### config.mk
export PLATFORM = sky130hd
export DESIGN_NAME = check_state_engine_flat
export DESIGN_NICKNAME = d
export VERILOG_FILES = /design/src/rtl/check_state_engine_pkg.sv /design/src/rtl/check_state_engine_if.sv /design/src/rtl/check_state_engine_seq_symbol_sel.sv /design/src/rtl/check_state_engine.sv /design/src/flat_wrapper.sv
export SDC_FILE = /design/constraint.sdc
export NUM_CORES = 1
export LEC_CHECK = 0
export ABC_CLOCK_PERIOD_IN_PS = 5600
export CORE_UTILIZATION = 56
export DETAILED_ROUTE_END_ITERATION = 10
export GPL_TIMING_DRIVEN = 0
export PLACE_DENSITY = 0.85
export SLEW_MARGIN = 5
export SYNTH_ARGS = -nofsm -noshare
export SYNTH_HDL_FRONTEND = slang
export SYNTH_SLANG_ARGS = --single-unit
### constraint.sdc
create_clock -name clk -period 5.6 [get_ports clk]
set_clock_uncertainty 0.15 [all_clocks]
set_input_delay 0.84 -clock clk [delete_from_list [all_inputs] [get_ports clk]]
set_output_delay 0.84 -clock clk [all_outputs]
set_load 0.05 [all_outputs]
### src/rtl/check_state_engine_pkg.sv
// Shared definitions for the check-state engine: FSM encoding, default geometry and play modes.
package check_state_engine_pkg;

  localparam int unsigned DEF_SYM_W      = 2;
  localparam int unsigned DEF_MAX_ROUNDS = 16;
  localparam int unsigned DEF_LIVES      = 3;

  localparam logic MODE_STRICT = 1'b0;
  localparam logic MODE_LIVES  = 1'b1;

  typedef enum logic [1:0] {
    ST_IDLE    = 2'd0,
    ST_COMPARE = 2'd1,
    ST_RESULT  = 2'd2
  } state_e;

endpackage

### src/rtl/check_state_engine_if.sv
// Request/result bundle between the game FSM (master) and the check-state engine (slave).
interface check_state_engine_if #(
  parameter int unsigned SYM_W      = 2,
  parameter int unsigned MAX_ROUNDS = 16,
  parameter int unsigned LIVES      = 3
);
  localparam int unsigned RND_W = (MAX_ROUNDS > 1) ? $clog2(MAX_ROUNDS) : 1;
  localparam int unsigned LV_W  = $clog2(LIVES + 1);
  localparam int unsigned SEQ_W = SYM_W * MAX_ROUNDS;

  logic             en_check;
  logic             mode_lives;
  logic [SEQ_W-1:0] seq_in_check;
  logic [SEQ_W-1:0] seq_mem;
  logic [RND_W-1:0] round_ctr_in;
  logic [RND_W-1:0] round_ctr_out;
  logic             complete_check;
  logic             fail_check;
  logic             game_complete;
  logic             game_over;
  logic [LV_W-1:0]  lives_out;
  logic [RND_W-1:0] mismatch_idx;
  logic             busy;

  modport master (
    output en_check, mode_lives, seq_in_check, seq_mem, round_ctr_in,
    input  round_ctr_out, complete_check, fail_check, game_complete, game_over,
           lives_out, mismatch_idx, busy
  );

  modport slave (
    input  en_check, mode_lives, seq_in_check, seq_mem, round_ctr_in,
    output round_ctr_out, complete_check, fail_check, game_complete, game_over,
           lives_out, mismatch_idx, busy
  );
endinterface

### src/rtl/check_state_engine_seq_symbol_sel.sv
// Combinational index -> symbol mux over a packed symbol sequence.
module check_state_engine_seq_symbol_sel #(
  parameter  int unsigned SYM_W      = 2,
  parameter  int unsigned MAX_ROUNDS = 16,
  localparam int unsigned RND_W      = (MAX_ROUNDS > 1) ? $clog2(MAX_ROUNDS) : 1
) (
  input  logic [SYM_W*MAX_ROUNDS-1:0] seq,
  input  logic [RND_W-1:0]            idx,
  output logic [SYM_W-1:0]            sym_c
);

  always_comb begin
    sym_c = '0;
    for (int i = 0; i < int'(MAX_ROUNDS); i++) begin
      if (idx == RND_W'(i)) sym_c = seq[i*SYM_W +: SYM_W];
    end
  end

endmodule

### src/rtl/check_state_engine.sv
// Check state of the memory game: walks symbols 0..r of the player and stored sequences,
// stops at the first mismatch and reports pass/fail with round, lives and game-end tracking.
module check_state_engine
  import check_state_engine_pkg::*;
#(
  parameter int unsigned SYM_W      = DEF_SYM_W,
  parameter int unsigned MAX_ROUNDS = DEF_MAX_ROUNDS,
  parameter int unsigned LIVES      = DEF_LIVES
) (
  input  logic                  clk,
  input  logic                  rst_check,
  check_state_engine_if.slave   bus
);

  localparam int unsigned RND_W = (MAX_ROUNDS > 1) ? $clog2(MAX_ROUNDS) : 1;
  localparam int unsigned LV_W  = $clog2(LIVES + 1);
  localparam int unsigned SEQ_W = SYM_W * MAX_ROUNDS;

  state_e           state_q, state_d;
  logic             start_c;
  logic [SEQ_W-1:0] seq_in_q, seq_mem_q;
  logic [RND_W-1:0] rnd_q, idx_q, fail_idx_q;
  logic             mode_q, pass_q;
  logic [SYM_W-1:0] sym_in_c, sym_mem_c;
  logic             mismatch_c, last_c;

  logic [RND_W-1:0] round_q, mismatch_q;
  logic [LV_W-1:0]  lives_q;
  logic             complete_q, fail_q, game_complete_q, game_over_q, busy_q;

  check_state_engine_seq_symbol_sel #(.SYM_W(SYM_W), .MAX_ROUNDS(MAX_ROUNDS)) u_sel_in (
    .seq   (seq_in_q),
    .idx   (idx_q),
    .sym_c (sym_in_c)
  );

  check_state_engine_seq_symbol_sel #(.SYM_W(SYM_W), .MAX_ROUNDS(MAX_ROUNDS)) u_sel_mem (
    .seq   (seq_mem_q),
    .idx   (idx_q),
    .sym_c (sym_mem_c)
  );

  assign mismatch_c = (sym_in_c != sym_mem_c);
  assign last_c     = (idx_q == rnd_q);

  always_ff @(posedge clk) begin
    if (rst_check) state_q <= ST_IDLE;
    else           state_q <= state_d;
  end

  // Start is refused once the game has ended (won or out of lives) until reset.
  always_comb begin
    state_d = state_q;
    start_c = 1'b0;
    case (state_q)
      ST_IDLE: begin
        if (bus.en_check && !game_complete_q && !game_over_q) begin
          start_c = 1'b1;
          state_d = ST_COMPARE;
        end
      end
      ST_COMPARE: begin
        if (mismatch_c || last_c) state_d = ST_RESULT;
      end
      ST_RESULT: state_d = ST_IDLE;
      default:   state_d = ST_IDLE;
    endcase
  end

  // Latched operands and the compare walk.
  always_ff @(posedge clk) begin
    if (rst_check) begin
      seq_in_q   <= '0;
      seq_mem_q  <= '0;
      rnd_q      <= '0;
      idx_q      <= '0;
      fail_idx_q <= '0;
      mode_q     <= MODE_STRICT;
      pass_q     <= 1'b0;
    end else if (start_c) begin
      seq_in_q  <= bus.seq_in_check;
      seq_mem_q <= bus.seq_mem;
      rnd_q     <= bus.round_ctr_in;
      mode_q    <= bus.mode_lives;
      idx_q     <= '0;
    end else if (state_q == ST_COMPARE) begin
      if (mismatch_c) begin
        pass_q     <= 1'b0;
        fail_idx_q <= idx_q;
      end else if (last_c) begin
        pass_q <= 1'b1;
      end else begin
        idx_q <= idx_q + RND_W'(1);
      end
    end
  end

  // Outcome registers: pulses and round/lives updates happen only on leaving RESULT.
  always_ff @(posedge clk) begin
    if (rst_check) begin
      round_q         <= '0;
      mismatch_q      <= '0;
      lives_q         <= LV_W'(LIVES);
      complete_q      <= 1'b0;
      fail_q          <= 1'b0;
      game_complete_q <= 1'b0;
      game_over_q     <= 1'b0;
      busy_q          <= 1'b0;
    end else begin
      complete_q <= 1'b0;
      fail_q     <= 1'b0;
      busy_q     <= (state_d != ST_IDLE);
      if (state_q == ST_RESULT) begin
        if (pass_q) begin
          complete_q <= 1'b1;
          if (rnd_q == RND_W'(MAX_ROUNDS - 1)) begin
            round_q         <= '0;
            game_complete_q <= 1'b1;
          end else begin
            round_q <= rnd_q + RND_W'(1);
          end
        end else begin
          fail_q     <= 1'b1;
          mismatch_q <= fail_idx_q;
          if (mode_q == MODE_LIVES) begin
            if (lives_q == LV_W'(1)) begin
              round_q     <= '0;
              lives_q     <= LV_W'(LIVES);
              game_over_q <= 1'b1;
            end else begin
              round_q <= rnd_q;
              lives_q <= lives_q - LV_W'(1);
            end
          end else begin
            round_q <= '0;
          end
        end
      end
    end
  end

  assign bus.round_ctr_out  = round_q;
  assign bus.complete_check = complete_q;
  assign bus.fail_check     = fail_q;
  assign bus.game_complete  = game_complete_q;
  assign bus.game_over      = game_over_q;
  assign bus.lives_out      = lives_q;
  assign bus.mismatch_idx   = mismatch_q;
  assign bus.busy           = busy_q;

endmodule

### src/flat_wrapper.sv
// flat-port wrapper written by rule: the top's interface ports become plain ports
module check_state_engine_flat import check_state_engine_pkg::*;
#(
  parameter int unsigned SYM_W      = DEF_SYM_W,
  parameter int unsigned MAX_ROUNDS = DEF_MAX_ROUNDS,
  parameter int unsigned LIVES      = DEF_LIVES
)
  (clk, rst_check, bus_en_check, bus_mode_lives, bus_seq_in_check, bus_seq_mem, bus_round_ctr_in, bus_round_ctr_out, bus_complete_check, bus_fail_check, bus_game_complete, bus_game_over, bus_lives_out, bus_mismatch_idx, bus_busy);
  check_state_engine_if #(.SYM_W(SYM_W), .MAX_ROUNDS(MAX_ROUNDS), .LIVES(LIVES)) bus_i ();
  input  logic clk;
  input  logic rst_check;
  input wire logic [$bits(bus_i.en_check)-1:0] bus_en_check;
  input wire logic [$bits(bus_i.mode_lives)-1:0] bus_mode_lives;
  input wire logic [$bits(bus_i.seq_in_check)-1:0] bus_seq_in_check;
  input wire logic [$bits(bus_i.seq_mem)-1:0] bus_seq_mem;
  input wire logic [$bits(bus_i.round_ctr_in)-1:0] bus_round_ctr_in;
  output wire logic [$bits(bus_i.round_ctr_out)-1:0] bus_round_ctr_out;
  output wire logic [$bits(bus_i.complete_check)-1:0] bus_complete_check;
  output wire logic [$bits(bus_i.fail_check)-1:0] bus_fail_check;
  output wire logic [$bits(bus_i.game_complete)-1:0] bus_game_complete;
  output wire logic [$bits(bus_i.game_over)-1:0] bus_game_over;
  output wire logic [$bits(bus_i.lives_out)-1:0] bus_lives_out;
  output wire logic [$bits(bus_i.mismatch_idx)-1:0] bus_mismatch_idx;
  output wire logic [$bits(bus_i.busy)-1:0] bus_busy;
  assign bus_i.en_check = bus_en_check;
  assign bus_i.mode_lives = bus_mode_lives;
  assign bus_i.seq_in_check = bus_seq_in_check;
  assign bus_i.seq_mem = bus_seq_mem;
  assign bus_i.round_ctr_in = bus_round_ctr_in;
  assign bus_round_ctr_out = bus_i.round_ctr_out;
  assign bus_complete_check = bus_i.complete_check;
  assign bus_fail_check = bus_i.fail_check;
  assign bus_game_complete = bus_i.game_complete;
  assign bus_game_over = bus_i.game_over;
  assign bus_lives_out = bus_i.lives_out;
  assign bus_mismatch_idx = bus_i.mismatch_idx;
  assign bus_busy = bus_i.busy;
  check_state_engine #(.SYM_W(SYM_W), .MAX_ROUNDS(MAX_ROUNDS), .LIVES(LIVES)) u_core (.clk(clk), .rst_check(rst_check), .bus(bus_i));
endmodule
Word level (Yosys, flattened, before mapping)

Index checks and enable logic that the tools add are counted.

Flip-flop bits (word level): 95
Input port bits: 72
Word-level logic and storage cells: 109

$add $sub $neg: 3
Equality and inequality tests: 21
Multiplexer cells: 46
Bitwise gates (word level): 5
Reductions and logical operators: 18

Operator list:

| cell                                                                  | number |
|---|---|
| 2-bit two-way mux                                                     | 35 |
| 4-bit equality test, second input constant                            | 9 |
| 4-bit by 3-bit equality test with 1-bit output, second input constant | 4 |
| 4-bit two-way mux                                                     | 4 |
| 3-bit AND reduction                                                   | 5 |
| 4-bit by 1-bit adder with 4-bit output, second input constant         | 2 |
| 4-bit by 2-bit equality test with 1-bit output, second input constant | 2 |
| 1-bit two-way mux                                                     | 6 |
| 1-bit NOT                                                             | 5 |
| 2-bit by 1-bit equality test with 1-bit output, second input constant | 2 |
| 4-bit by 1-bit equality test with 1-bit output, second input constant | 1 |
| 4-bit equality test                                                   | 1 |
| 4-bit logical NOT                                                     | 1 |
| 2-bit one-hot mux with 2 select lines                                 | 1 |
| 4-bit AND reduction                                                   | 1 |
| 2-bit nonzero test                                                    | 2 |
| 2-bit OR reduction                                                    | 2 |
| 2-bit equality test, second input constant                            | 1 |
| 1-bit logical AND                                                     | 2 |
| 1-bit logical NOT                                                     | 2 |
| 2-bit logical NOT                                                     | 1 |
| 2-bit inequality test                                                 | 1 |
| 2-bit AND reduction                                                   | 1 |
| 2-bit by 1-bit subtractor with 2-bit output, second input constant    | 1 |
| 1-bit logical OR                                                      | 1 |

Longest topological paths before layout

Gate-level depths: netlist of the first run.

Depth in word-level cells: 22
Gate-level depth with buffers: 12

By module

From an unflattened synthesis of the first run, not the netlist that was laid out.

Cells, all modules: 509
Area, all modules: 4,214.0 um^2

Modules (own cells, without submodules):

| module                            | instances | cells an instance | area an instance (um^2) | seq. area each (um^2) |
|---|---|---|---|---|
| check_state_engine                | 1         | 425               | 3,525.9                 | 1,901.8 |
| check_state_engine_seq_symbol_sel | 2         | 42                | 344.1                   | 0.0 |

Least setup slack after synthesis of the first run

Ideal clock, no wire load.

Kind: register to register
Start: reg u_core.idx_q[0]
End: reg u_core.fail_idx_q[3]
Library setup time: 0.128 ns
Arrival time: 2.488 ns
Data required time: 5.322 ns
Slack: 2.834 ns
Stages on the path, launching flop included: 12
Buffers on the path: 1
Cells stage by stage: dfxtp_1 -> inv_1 -> ha_1 -> buf_6 -> and2b_4 -> a31o_2 -> a21oi_2 -> a32oi_1 -> or4_4 -> a41o_4 -> mux2i_1 -> nor2_1

Cells in the longest elaborated chain, start to end: 19
Elaborated cells between the ends (all ways): 50
Those cells by class: 16 x eq/ne; 32 x mux; 2 x reduce/logical

RTL lines:

| item                              | line                                    | source |
|---|---|---|
| start: declaration                | check_state_engine.sv:22                | `logic [RND_W-1:0] rnd_q, idx_q, fail_idx_q;` |
| start signal: assignment          | check_state_engine.sv:93                | `idx_q <= idx_q + RND_W'(1);` |
| 4-bit logical NOT                 | check_state_engine_seq_symbol_sel.sv:15 | `if (idx == RND_W'(i)) sym_c = seq[i*SYM_W +: SYM_W];` |
| 2-bit two-way mux (16 in a row)   | check_state_engine_seq_symbol_sel.sv:15 |  |
| 2-bit inequality test (*)         | check_state_engine.sv:43                | `assign mismatch_c = (sym_in_c != sym_mem_c);` |
| 3-bit AND reduction (no line) (*) | n/a                                     |  |
| end signal: assignment            | check_state_engine.sv:89                | `fail_idx_q <= idx_q;` |
| end: declaration                  | check_state_engine.sv:22                |  |

Mark *: on every way between the ends. The rest lies on a longest branch, timed or not.
A chain may end at the register's enable or synchronous reset.

Worst setup path after layout of the first run

Ends and elaborated chain as after synthesis.

==> results of run 1 <==
## layer usage
metal | GRT usage, % | vias to the layer above | wire length [um]
met4 | 11.77 | 0 | 349
met2 | 53.20 | 226 | 6030
li1 | - | 2207 | -
met1 | 44.71 | 2122 | 5828
met3 | 5.360 | 30 | 1117
met5 | 0 | - | 0
## power breakdown
group          switching, mW  internal, mW
Sequential            0.0318         0.719
Clock                  0.240         0.221
Combinational          0.142         0.113
Total                  0.414          1.05
## critical path, delay by kind of cell (launching register included)
kind                     cells  cell delay (ns)
AO/OA/AOI/OAI                6             1.56
multiplexers                 1             0.17
adder cells (fa/ha/maj)      1             0.32
flip-flops                   1             0.56
buffers and inverters        3             0.57
AND/OR/NAND/NOR              1             0.06
## sequential cells by signal, summed over array words and instances, names as in the netlist
signal / count
u_core.bus.fail_check: 1
u_core.bus.mismatch_idx: 4
u_core.idx_q: 4
u_core.bus.busy: 1
u_core.bus.lives_out: 2
u_core.bus.game_complete: 1
u_core.state_q: 2
u_core.bus.game_over: 1
u_core.bus.complete_check: 1
u_core.pass_q: 1
u_core.bus.round_ctr_out: 4
u_core.fail_idx_q: 4
u_core.seq_mem_q: 32
u_core.rnd_q: 4
u_core.seq_in_q: 32
u_core.mode_q: 1
## cell usage in the layout (no fill, tap or decap), types with 6 or more instances in the layout
cell type,count
nor3_1,7
dfxtp_1,95
a211oi_1,6
clkbuf_1,29
o22ai_1,6
buf_2,9
inv_1,14
clkdlybuf4s50_1,86
nor2_1,28
nand3_1,6
clkbuf_8,10
nand2_1,160
nand3b_1,7
nor2b_1,16
mux2i_1,8
o21ai_0,19
a21oi_1,94
## cell families after synthesis
logic type	Yosys count
AOI/OAI and AO/OA	169
xor gates and xnor gates	4
adders and majority gates	5
buffers and inverters	57
DFF	95
muxes	8
and+or+nand+nor	246
## through the flow
step / hold slack, ns / std cells / setup slack (ns) / total power [mW] / utilization [%]
after floorplan: 0.2830 / 584 / 2.834 / 0.9073 / -
after global placement: 0.2957 / 772 / 2.325 / 1.006 / 70.89
after detailed placement: 0.3003 / 772 / 2.266 / 1.015 / 70.89
after CTS: 0.3134 / 788 / 2.197 / 1.464 / 73.48
after global routing: 0.3322 / 788 / 1.934 / 1.525 / 73.48
final: 0.3105 / 788 / 2.076 / 1.466 / 73.48
## layout make-up
cell class / count / area share [%]
clock inverters: 4 / 0.9696
well taps: 102 / 2.248
plain buffers: 42 / 3.570
repair buffers: 86 / 15.16
clock buffers: 12 / 2.556
multi-input cells: 432 / 41.01
inverters: 15 / 0.9916
flip-flops and latches: 95 / 33.49
## worst max-delay path by stage
stage                                 start                           endpoint  slack [ns]  cells past startpoint
3_3_place_gp   u_core.idx_q[0]$_SDFFE_PP0P_  u_core.fail_idx_q[0]$_SDFFE_PP0P_        2.32                     12
5_1_grt        u_core.idx_q[0]$_SDFFE_PP0P_       u_core.idx_q[2]$_SDFFE_PP0P_        1.93                     11
6_report       u_core.idx_q[0]$_SDFFE_PP0P_  u_core.fail_idx_q[3]$_SDFFE_PP0P_        2.08                     12
3_5_place_dp   u_core.idx_q[0]$_SDFFE_PP0P_  u_core.fail_idx_q[3]$_SDFFE_PP0P_        2.27                     12
2_1_floorplan  u_core.idx_q[0]$_SDFFE_PP0P_  u_core.fail_idx_q[3]$_SDFFE_PP0P_        2.83                     11
4_1_cts        u_core.idx_q[0]$_SDFFE_PP0P_  u_core.fail_idx_q[3]$_SDFFE_PP0P_        2.20                     12
==> results.json, run 1 <==
{
  "status": "finished, final reports clean",
  "hp-start": "u_core.seq_in_q[2]$_SDFFE_PP0P_",
  "postCtsSetupRepairBufs": 0,
  "die-area_mm2": 0.008379,
  "diodes": 0,
  "grtUsageTotal_pct": 33.08,
  "hold_depth": 2,
  "drv_slew": 0,
  "syn-instance-count": 584,
  "cts-resized-gates": 0,
  "post_drt_wl_per_cell_um": 16.91,
  "ys.flop_type": "dfxtp_1",
  "drtPass1Iterations": 5,
  "r2r-end": "u_core.fail_idx_q[3]$_SDFFE_PP0P_",
  "arrival_ns": 3.61,
  "io_buffers": 86,
  "worstRegToRegCells": 12,
  "p_per_area_mw_per_mm2": 258.2,
  "seqCellArea_mm2": 0.001902,
  "cp_max_fo": 10,
  "critPathLaunchType": "flip-flop",
  "synth_edf_count": 0,
  "yosysMostFrequentCell": "nand2_1",
  "clk_latency_ns": 0.36,
  "grt_max_degree": 16,
  "synthTopCellsByArea": "dfxtp_1 (42%), nand2_1 (13%), a21oi_1 (10%)",
  "detail-route-antenna-nets": 0,
  "netlist_area_mm2": 0.004489,
  "crit_slowest_cell": "dfxtp_1",
  "synthXorXnorAreaFrac_pct": 0.7804,
  "grt_first_pass_wirelength_mm": 21.47,
  "ys_ff_latch": 95,
  "rsz0062_at_grt": "false",
  "post_drt_via_cell_ratio": 5.819,
  "route.detailed.drc": 0,
  "totalWireLength_mm": 13.33,
  "antenna_found_initial": 0,
  "clk_pin_slew_worst_paths_ns": 0.09,
  "cts_sinks": 95,
  "crit_path_end_kind": "flip-flop",
  "place_congestion": 0.9757,
  "grt_pass1_vias": 4356,
  "ys_types": 62,
  "synth-adder-area-share_pct": 1.394,
  "cts_root_buf": "clkbuf_8",
  "grt_overflow": 0,
  "dpl-instance-area_mm2": 0.005478,
  "fill_cells": 618,
  "hold_end": "u_core.seq_in_q[2]$_SDFFE_PP0P_",
  "leakage_nw": 2.021,
  "drt_iter0_markers": 380,
  "synthSimpleGateAreaFrac_pct": 24.64,
  "setup_viol": 0,
  "area_growth_pct": 26.48,
  "worstPathCellList": "inv_1, ha_1, buf_4, buf_2, a21oi_1, o21ai_0, a211oi_1, o21ai_0, a22o_2, a41o_4, mux2i_1, nor2_1",
  "cts_buffers": 9,
  "hold_path.class": "reg -> reg",
  "synth_common_cells": "nand2_1 (160), dfxtp_1 (95), a21oi_1 (94)",
  "relSlewSlack_pct": 52.58,
  "tns_ns": 0,
  "worst_ep_required_time_ns": 5.68,
  "multiInputGateArea_mm2": 0.002328,
  "cts_tree": "done",
  "clock_path_buffers": 2,
  "fmax_ghz": 0.2838,
  "drive_gt1_share_pct": 6.414,
  "yosysTopAreaCellShare_pct": 42.36,
  "ios": 87,
  "async_flop_share_pct": 0,
  "ir_worst_vdd_uv": 148.4,
  "yosysWarnings": 0,
  "r2r_setup_slack_ns": 2.08,
  "fin_area_mm2": 0.005678,
  "avgSynthCellArea_um2": 7.687,
  "crit_top_cell": "o21ai_0",
  "cts_max_level": 3,
  "dp_hpwl_mm": 9.625,
  "hold_viol_final": 0,
  "fp-row-count": 32,
  "tightest_slew_ns": 0.7113,
  "fp.dieH_um": 91.54,
  "max_stage_delay_ns": 0.56,
  "rr_startpoint": "u_core.idx_q[0]$_SDFFE_PP0P_",
  "yosysTopAreaCell": "dfxtp_1",
  "vias": 4585,
  "initial_core_util_pct": 58.10,
  "muxShareOfSynthArea_pct": 1.784,
  "nets": 758,
  "synth-compound-area-share_pct": 23.27,
  "period_minus_slack_ns": 3.524,
  "synth_top_family_by_area": "simple AND/OR/NAND/NOR gates",
  "holdBufCountCts": 0,
  "synth_nets": 661,
  "drv_cap": 0,
  "coreArea_mm2": 0.007727,
  "critPathKind": "reg -> reg",
  "period_share_pct": 62.92,
  "dieWidth_um": 91.54,
  "seq_area_frac_synth_pct": 42.36
}
Note: power is estimated with default switching activity, not from simulation.
==> inputs of run 2 (changes only) <==
ABC_CLOCK_PERIOD_IN_PS = 2880   (was 5600)
CORE_UTILIZATION = 47   (was 56)
PLACE_DENSITY = 0.76   (was 0.85)
clock period = 2.88 ns   (was 5.6 ns; I/O delays follow)
==> results.json, run 2 (synthesis gave the netlist of run 1 again) <==
{
  "crit_path_end_kind": "flip-flop",
  "initial_core_util_pct": 48.58,
  "final_common_cell": "nand2_1",
  "drv_slew": 0,
  "place_congestion": 0.9424,
  "vias": 4549,
  "post_drt_via_cell_ratio": 5.481,
  "cts_buffers": 9,
  "grtUsageTotal_pct": 27.88,
  "tightest_slew_ns": 0.7072,
  "worstPathCellList": "inv_4, ha_4, buf_8, clkinvlp_4, buf_4, o22ai_4, nor4_2, nor4b_4, or4_4, nand4_4, or3_4, a21boi_2",
  "clk_latency_ns": 0.37,
  "reg.largest.list": "u_core.seq_in_q (32), u_core.seq_mem_q (32)",
  "io_buffers": 86,
  "hold_viol_final": 0,
  "grt_max_degree": 17,
  "fp-row-count": 35,
  "worst_slack_ns": -0.005037,
  "swShare_pct": 28.24,
  "violations": "setup timing",
  "cts_sinks": 95,
  "ios": 87,
  "max_stage_delay_ns": 0.43,
  "power_mw": 3.026,
  "diodes": 0,
  "fill_cells": 811,
  "fin_area_mm2": 0.006248,
  "dp_hpwl_mm": 9.786,
  "cts_root_buf": "clkbuf_8",
  "worst_ep_required_time_ns": 3.02,
  "cp_max_fo": 8,
  "ir_worst_vdd_uv": 325.3,
  "clock_path_buffers": 2,
  "setup_viol": 1,
  "arrival_ns": 3.03,
  "totalWireLength_mm": 13.82,
  "area_growth_pct": 39.19,
  "fp.dieH_um": 99.73,
  "route.detailed.drc": 0,
  "p_int_mw": 2.171,
  "p_per_area_mw_per_mm2": 484.3,
  "period_share_pct": 100.2,
  "critPathKind": "reg -> reg",
  "layout_common_cells": "nand2_1 (160), dfxtp_1 (92), a21oi_1 (90)",
  "rsz0062_at_grt": "true",
  "grt_overflow": 0,
  "status": "finished with violations",
  "crit_slowest_cell": "or3_4",
  "period_minus_slack_ns": 2.885,
  "cts_max_level": 3,
  "drv_cap": 0,
  "holdBufCountCts": 0,
  "detail-route-antenna-nets": 0,
  "drt_iter0_markers": 238,
  "coreArea_mm2": 0.009240,
  "hold_path.class": "reg -> reg",
  "post_drt_wl_per_cell_um": 16.65,
  "dpl-instance-area_mm2": 0.005512,
  "seq_power_share_pct": 48.4,
  "fmax_ghz": 0.3466,
  "leakage_nw": 2.196,
  "drive_gt1_share_pct": 14.69,
  "comb_power_share_pct": 18.0,
  "critPathLaunchType": "flip-flop",
  "p_sw_mw": 0.8547,
  "die-area_mm2": 0.009946,
  "grt_pass1_vias": 4244,
  "relSlewSlack_pct": 52.85,
  "dpl_worst_slack_ns": -0.4206,
  "pwr-share-clk_pct": 33.6,
  "grt_first_pass_wirelength_mm": 21.41,
  "nets": 773,
  "cts_tree": "done",
  "dieWidth_um": 99.73,
  "drtPass1Iterations": 5,
  "clk_pin_slew_worst_paths_ns": 0.10,
  "antenna_found_initial": 0
}
==> run 2: cell count changes in the layout (fill, tap and decap cells not counted), moves of 3 or more <==
cell,change
a21oi_1,-4
a21oi_2,+4
ha_1,-4
dfxtp_1,-3
buf_2,-7
a211oi_2,+3
ha_4,+3
a211oi_1,-4
buf_4,+11
o21ai_0,-5
o21ai_2,+3
buf_6,+3
inv_1,-3
buf_8,+5
==> run 2: final timing paths <==
kind	end	slack [ns]	from	cells past startpoint
min reg2reg	u_core.seq_mem_q[10]$_SDFFE_PP0P_	0.32	u_core.seq_mem_q[10]$_SDFFE_PP0P_	2
max	u_core.idx_q[0]$_SDFFE_PP0P_	-0.005	u_core.idx_q[1]$_SDFFE_PP0P_	12
max reg2reg	u_core.idx_q[0]$_SDFFE_PP0P_	-0.005	u_core.idx_q[1]$_SDFFE_PP0P_	12
min	u_core.seq_mem_q[10]$_SDFFE_PP0P_	0.32	u_core.seq_mem_q[10]$_SDFFE_PP0P_	2
==> run 2: final cells by class <==
cell class	count	area (um2)	area share (%)
Timing Repair Buffer	101	1016	16.26
Tap cell	129	161.4	2.583
Clock buffer	10	137.6	2.203
Multi-Input combinational cell	432	2591	41.47
Clock inverter	6	91.34	1.462
Sequential cell	95	1911	30.58
Inverter	15	66.31	1.061
Buffer	42	274.0	4.385
==> run 2: through the flow <==
| step | cells | utilization [%] | hold slack (ns) | TNS (ns) |
|---|---|---|---|---|
| floorplan | 584 | - | 0.2830 | 0 |
| global placement | 799 | 59.65 | 0.2954 | -3.576 |
| detailed placement | 799 | 59.65 | 0.3002 | -3.971 |
| CTS | 818 | 63.41 | 0.3139 | 0 |
| global route | 830 | 67.62 | 0.3366 | -0.5114 |
| finish | 830 | 67.62 | 0.3156 | -0.005037 |
==> run 2: power groups by stage <==
stage	registers, mW	logic, mW	clock network (mW)
after floorplan	1.49	0.277	0
after global placement	1.49	0.472	0
after detailed placement	1.49	0.482	0
after CTS	1.46	0.492	1.02
after global routing	1.47	0.604	1.07
final	1.46	0.545	1.02
==> run 2: worst max-delay path: cells and delay by family, from the launching register on <==
kind / cells / cell delay, ns
DFF: 1 / 0.39
AOI/OAI and AO/OA: 2 / 0.24
adders and majority gates: 1 / 0.21
and+or+nand+nor: 5 / 1.27
buffers and inverters: 4 / 0.55
==> run 2: repair_timing <==
| action | CTS | global route |
|---|---|---|
| setup buffers | 3 | 10 |
| gates resized for setup | 29 | 57 |
| pin swaps | 6 | 22 |
| endpoints found under the hold margin | 0 | 0 |
| endpoints found under the setup margin | 11 | 10 |
| cloned | 0 | 2 |
==> run 2: layer usage <==
| layer | part of all wire [%] | track usage [%] |
|---|---|---|
| met1 | 46 | 38.24 |
| met2 | 46 | 45.04 |
| met4 | 1.5 | 6.109 |
| met3 | 6.1 | 5.833 |
| met5 | 0 | 0 |
==> inputs of run 3 (changes only) <==
CTS_CLUSTER_SIZE = 12   (was unset)
==> results of run 3 <==
The final DEF is identical to that of run 2; final timing and power are the same.
